[src/rtl/led_mode_sequencer.sv]
// Button front-end for the LED bar controller: synchronise and debounce the raw buttons,
// run the sine / up-down mode FSM with inactivity timeout, and generate the LED update tick.
module led_mode_sequencer #(
  parameter int DEBOUNCE_CYCLES = 500000,
  parameter int TICK_PERIOD     = 6250000,
  parameter int IDLE_TICKS      = 160
) (
  input  logic       i_clk,
  input  logic       i_rst_n,
  input  logic       i_btn_mode,
  input  logic       i_btn_up,
  input  logic       i_btn_down,
  output logic       o_mode,
  output logic [1:0] o_ud_incr_decr,
  output logic       o_tick,
  output logic [1:0] o_state
);

  localparam int DW = $clog2(DEBOUNCE_CYCLES + 1);
  localparam int TW = $clog2(TICK_PERIOD);
  localparam int IW = (IDLE_TICKS < 1) ? 1 : $clog2(IDLE_TICKS + 1);

  localparam logic [DW-1:0] DEB_LAST  = DW'(DEBOUNCE_CYCLES - 1);
  localparam logic [TW-1:0] TICK_LAST = TW'(TICK_PERIOD - 1);
  localparam logic [IW-1:0] IDLE_MAX  = IW'(IDLE_TICKS);
  localparam bit            IDLE_EN   = (IDLE_TICKS != 0);

  localparam logic [1:0] S_SINE    = 2'b00;
  localparam logic [1:0] S_UD_HOLD = 2'b01;
  localparam logic [1:0] S_UD_INCR = 2'b10;
  localparam logic [1:0] S_UD_DECR = 2'b11;

  localparam int B_MODE = 0;
  localparam int B_UP   = 1;
  localparam int B_DN   = 2;

  logic [2:0]    w_btn_raw;
  logic [2:0]    r_sync1;
  logic [2:0]    r_sync2;
  logic [2:0]    r_deb;
  logic [DW-1:0] r_deb_cnt [3];
  logic          r_mode_prev;
  logic          w_mode_press;
  logic [TW-1:0] r_tick_cnt;
  logic [IW-1:0] r_idle;
  logic          w_timeout;
  logic [1:0]    r_state;
  logic [1:0]    w_next;
  logic          r_mode;
  logic [1:0]    r_ud;
  logic [1:0]    r_state_out;

  assign w_btn_raw = {i_btn_down, i_btn_up, i_btn_mode};

  // NOTE: sequential state uses non-blocking (<=) so every flop samples pre-edge values.
  always_ff @(posedge i_clk or negedge i_rst_n) begin
    if (!i_rst_n) begin
      r_sync1 <= '0;
      r_sync2 <= '0;
    end else begin
      r_sync1 <= w_btn_raw;
      r_sync2 <= r_sync1;
    end
  end

  // NOTE: the counter array is reset too, so a reset mid-debounce leaves no partial count.
  always_ff @(posedge i_clk or negedge i_rst_n) begin
    if (!i_rst_n) begin
      r_deb       <= '0;
      r_mode_prev <= 1'b0;
      for (int i = 0; i < 3; i++) r_deb_cnt[i] <= '0;
    end else begin
      r_mode_prev <= r_deb[B_MODE];
      for (int i = 0; i < 3; i++) begin
        if (r_sync2[i] == r_deb[i]) begin
          r_deb_cnt[i] <= '0;
        end else if (r_deb_cnt[i] == DEB_LAST) begin
          r_deb[i]     <= r_sync2[i];
          r_deb_cnt[i] <= '0;
        end else begin
          r_deb_cnt[i] <= r_deb_cnt[i] + DW'(1);
        end
      end
    end
  end

  assign w_mode_press = r_deb[B_MODE] & ~r_mode_prev;

  always_ff @(posedge i_clk or negedge i_rst_n) begin
    if (!i_rst_n)                    r_tick_cnt <= '0;
    else if (r_tick_cnt == TICK_LAST) r_tick_cnt <= '0;
    else                             r_tick_cnt <= r_tick_cnt + TW'(1);
  end

  assign o_tick    = (r_tick_cnt == TICK_LAST);
  assign w_timeout = IDLE_EN && (r_idle == IDLE_MAX);

  // NOTE: w_next gets a default first so no path through the block infers a latch.
  always_comb begin
    w_next = r_state;
    if (w_mode_press) begin
      w_next = (r_state == S_SINE) ? S_UD_HOLD : S_SINE;
    end else if (r_state != S_SINE) begin
      if (w_timeout)                         w_next = S_SINE;
      else if (r_deb[B_UP] && !r_deb[B_DN])  w_next = S_UD_INCR;
      else if (r_deb[B_DN] && !r_deb[B_UP])  w_next = S_UD_DECR;
      else                                   w_next = S_UD_HOLD;
    end
  end

  always_ff @(posedge i_clk or negedge i_rst_n) begin
    if (!i_rst_n) r_state <= S_SINE;
    else          r_state <= w_next;
  end

  // Idle time only accumulates while sitting untouched in one UD state.
  always_ff @(posedge i_clk or negedge i_rst_n) begin
    if (!i_rst_n) begin
      r_idle <= '0;
    end else if ((w_next != r_state) || (r_state == S_SINE) || (|r_deb)) begin
      r_idle <= '0;
    end else if (o_tick && (r_idle != IDLE_MAX)) begin
      r_idle <= r_idle + IW'(1);
    end
  end

  always_ff @(posedge i_clk or negedge i_rst_n) begin
    if (!i_rst_n) begin
      r_mode      <= 1'b0;
      r_ud        <= 2'b00;
      r_state_out <= S_SINE;
    end else begin
      r_mode      <= (r_state != S_SINE);
      r_ud        <= (r_state == S_UD_INCR) ? 2'b01 :
                     (r_state == S_UD_DECR) ? 2'b10 : 2'b00;
      r_state_out <= r_state;
    end
  end

  assign o_mode         = r_mode;
  assign o_ud_incr_decr = r_ud;
  assign o_state        = r_state_out;

endmodule

[config.mk]
export PLATFORM = sky130hd
export DESIGN_NAME = led_mode_sequencer
export DESIGN_NICKNAME = d
export VERILOG_FILES = /design/src/rtl/led_mode_sequencer.sv
export SDC_FILE = /design/constraint.sdc
export NUM_CORES = 1
export LEC_CHECK = 0
export ABC_AREA = 1
export CORE_ASPECT_RATIO = 1.4
export CORE_MARGIN = 1
export CORE_UTILIZATION = 63
export DETAILED_ROUTE_END_ITERATION = 6
export PLACE_DENSITY = 0.88
export SETUP_SLACK_MARGIN = 0.1
export SLEW_MARGIN = 20
export SYNTH_ARGS = -nofsm -noshare
export SYNTH_HDL_FRONTEND = slang
export SYNTH_SLANG_ARGS = --single-unit
[constraint.sdc]
create_clock -name i_clk -period 2.2 [get_ports i_clk]
set_clock_uncertainty 0.15 [all_clocks]
set_input_delay 0.44 -clock i_clk [delete_from_list [all_inputs] [get_ports i_clk]]
set_output_delay 0.44 -clock i_clk [all_outputs]
set_load 0.05 [all_outputs]
* Word-level counts from Yosys, hierarchy flattened *
Index checks and enable logic that the tools add are counted.

word-level totals
  input port bits = 5
  bits in read-only memories = 0
  bits in latches = 0
  register bits = 105
  bits in writable memories = 0
  memories kept = 0

operators by class
  divide/modulo/power cells = 0
  $mul = 0
  bitwise logic cells = 5
  order comparisons = 0
  equal/unequal tests = 12
  reduce and logical (&&, ||, !) cells = 14
  shifts and indexed selects = 0
  $add $sub $neg = 5
  multiplexer cells = 17

operators with widths
  kind                     count
  $mux W19                 6
  $add A19 B1 Y19 const B  3
  $eq A19 B19 Y1 const B   3
  $add A23 B1 Y23 const B  1
  $eq A23 B23 Y1 const B   1
  $mux W23                 1
  $mux W8                  2
  $mux W2                  7
  $add A8 B1 Y8 const B    1
  $eq A8 B8 Y1 const B     1
  $ne A8 B8 Y1 const B     1
  $reduce_and A2 Y1        3
  $eq A2 B2 Y1 const B     2
  $not A1 Y1               4
  $reduce_bool A2 Y1       2
  $eq A1 B1 Y1             3
  $logic_and A1 B1 Y1      3
  $reduce_or A3 Y1         1
  $logic_not A1 Y1         2
  $logic_not A2 Y1         1
  $logic_or A1 B1 Y1       2
  $ne A2 B2 Y1             1
  $and A1 B1 Y1            1
  $mux W1                  1

* Longest topological paths before layout *
  depth after elaboration = 11
  mapped depth = 13
  mapped depth without buffers = 13

* Least setup slack after synthesis *
Ideal clock, no wire load.

  kind = reg-to-output
  start point = register r_tick_cnt[0]
  end point = output port o_tick
  slack = 191 ps
  buffers on the path = 0
  stages on the path, launching flop included = 8
  data arrival time = 1,419 ps
  cells stage by stage = dfrtp_1 -> ha_1 -> nand2_2 -> nor2_4 -> nand3_1 -> nor2_1 -> nand2_1 -> inv_1

between the ends
  cells in the longest elaborated chain, start to end = 1

ends and longest elaborated chain
  item                    line  RTL
  start, declared         44    logic [TW-1:0] r_tick_cnt;
  start signal, assigned  92    else r_tick_cnt <= r_tick_cnt + TW'(1);
  $eq A23 B23 Y1          95    assign o_tick = (r_tick_cnt == TICK_LAST);
  end, declared           15    output logic o_tick,

No other way between the ends.

* Final worst setup path *
Ends and elaborated chain as after synthesis.

==> impl_results.md <==
* Met3 usage at 0.0456
* DP Worst Slack at approximately 43 ps
* Vias at between 5000 and 6000
* Min Hold Slack at 210 ps
* Least-Margin Pin Slew at around 520 ps
* Number of global-route vias before repair at about 5400
* Die Footprint at 9600 um^2
* Final worst setup slack at around 38 ps
* Met2 usage at 0.558
* Run status: finished clean
* Initial drt markers at 365
* Nature of the critical path endpoint: output pin
* Initial Util at 0.646
* ANT cells at 0
* Maxcap violations at 0
* Final Wtd Congestion at 0.949
* Clk buf depth at 2
* Rel. slew slack at 0.650
* Final core occ at 0.731
* Pwr Total at around 3.7 mW
* Num CTS Buffers at 9
* RSZ-0062 raised after global routing: true
* Leak at slightly below 3 nW
* Yosys cell types at 32
* Layout Nets at 830
* Met1 Usage GRT at 0.346
* HPWL after DPL at approximately 10000 um
* Share of cells above drive strength 1 at 0.0911
* Crit path DAT at 1570 ps
* Most frequent cells in the layout: 151 x nand2_1, 130 x nor2_1, 122 x inv_1
* Yosys reg bits at 105
* Most common cell after layout, fill and taps aside: nand2_1
* Fin crit share at 0.983
* GRT overflow at 0
* Die boundary width at between 80 and 90 um
* Final Hold Fails at 0
* Final setup violation count at 0
* Initial antenna violation count at 0
* H-tree Lvls at 3
* Hold crit path type: reg -> reg
* Post-route ant nets at 0
* GRT Total Usage at 0.309
* Mean cell area of the mapped netlist at between 7 and 8 um^2
* Synthesized area at 5800 um^2
* VDD IR max at around 0.53 mV
* Die H at 116 um
* CTS Root Cell: clkbuf_16
* First-pass GRT wire length at around 24000 um
* DR vias/cell at a little under 6
* Worst-path clk slew at roughly 70 ps
* WL/cell at approximately 15 um
* Crit path kind: reg -> out
* Max FO, Critical Path at 2
* Fmax at around 460 MHz
* Syn_nets at 788
* Clk_lat worst skew at between 300 and 400 ps
* Count of final max-slew check failures at 0
* Total clock sinks at between 100 and 150
* Routed WL at ~14000 um
* Startpoint Class: flop
* Post-synthesis sequential area ratio at 0.453
* Pin count of the biggest net entering global routing at 47
* Final-layout fill cell count at around 680
* Core area at roughly 9000 um^2
* Grt peak-use layer: met2
* Number of warnings issued by yosys at 0
* WP data required at 1610 ps
* Residual DRC at 0
* # rows at 41
* Power Density at between 500 and 600 nW/um^2
* Router iterations before antenna repair at 5
* CTS tree: yes
* Port Buf Inserts at 10
* Area Overhead vs Synth at 13.1%
* Top-Level Pins at 11
* Fin crit period at about 2200 ps
* Synth Instances at between 700 and 800
## stage by stage
step | instances | cell area [um^2] | TNS [ps]
final | 930 | 6560 | 0
after global routing | 930 | 6560 | -27.8
after CTS | 928 | 6530 | 0
after detailed placement | 901 | 6110 | 0
after global placement | 901 | 6110 | 0
after floorplan | 776 | 5800 | 0
## critical path, cell delays in order (launching register included)
cell and delay (ps):
dfrtp_1 400, ha_4 170, nand2_4 60, nor2_4 100
nand3_2 70, nor2_2 130, nand2_2 70, inv_2 80
buf_12 140
## Yosys cell counts (all sizes together)
cell    instances  area, um^2
o21bai          1        7.51
nand2         155         587
ha              7        87.6
xnor2           1        8.76
nor3b           4        30.0
a31oi           3        18.8
nand4          45         282
clkbuf          1        3.75
or2             1        6.26
nand3          60         313
nor3           44         240
o21ai          16        80.1
a211oi          3        22.5
xor2           28         245
a31o            3        26.3
dfrtp         105        2630
inv           130         488
a21o            1        7.51
clkinv          4        15.0
nand3b          1        7.51
nor4            8        56.3
a21oi          15        75.1
nor2          139         554
buf             1        11.3
## where the power goes
| group | internal (mW) | total [mW] | switching, mW | leakage, nW |
|---|---|---|---|---|
| registers | 1.95 | 1.97 | 0.0178 | 1.43 |
| clock network | 0.915 | 1.64 | 0.725 | 0.145 |
| logic | 0.0278 | 0.103 | 0.0748 | 1.39 |
## area by class of cell
| type | instances | area, um^2 | share of cell area |
|---|---|---|---|
| Sequential cell | 105 | 2630 | 0.400 |
| Tap cell | 107 | 134 | 0.0204 |
| Clock inverter | 6 | 67.6 | 0.0103 |
| Timing Repair Buffer | 32 | 290 | 0.0442 |
| Inverter | 134 | 503 | 0.0766 |
| Clock buffer | 10 | 239 | 0.0364 |
| Multi-Input combinational cell | 536 | 2700 | 0.412 |
## per-layer routing
layer	share of wire	up-vias
met5	0	-
met4	0.050	0
met1	0.39	2518
met2	0.52	213
li1	-	2578
met3	0.043	69
## flip-flops by register name, indices dropped and copies added (netlist names)
signal,flops
o_ud_incr_decr,2
o_mode,1
r_tick_cnt,23
r_state,2
r_sync2,3
r_sync1,3
o_state,2
r_idle,8
r_mode_prev,1
r_deb_cnt,57
r_deb,3
## kinds of logic after synthesis
kind of cell,count (synthesis),synth area share
DFF,105,0.453
AOI/OAI and AO/OA,42,0.0410
xor gates and xnor gates,29,0.0438
buffers and inverters,136,0.0893
and+or+nand+nor,457,0.358
adders and majority gates,7,0.0151
## timing repair
action | 4_1_cts | 5_1_grt
endpoints found under the setup margin | 3 | 13
setup buffers | 10 | 2
hold endpoints to repair | 15 | 0
pin swaps | 3 | 5
gates resized for setup | 7 | 7
gates cloned | 0 | 1
hold buffers | 1 | 0
## worst paths after layout
path,startpoint,end,slack (ps),depth (start not counted)
max,r_tick_cnt[0]$_DFF_PN0_,o_tick,40,8
min in group asynchronous,i_rst_n,r_sync1[2]$_DFF_PN0_,360,2
min,r_sync1[2]$_DFF_PN0_,r_sync2[2]$_DFF_PN0_,210,0
max in group asynchronous,i_rst_n,r_deb_cnt[43]$_DFF_PN0_,940,3
max reg2reg,r_tick_cnt[0]$_DFF_PN0_,r_tick_cnt[21]$_DFF_PN0_,190,7
min reg2reg,r_sync1[2]$_DFF_PN0_,r_sync2[2]$_DFF_PN0_,210,0
Note: power is estimated with default switching activity, not from simulation.
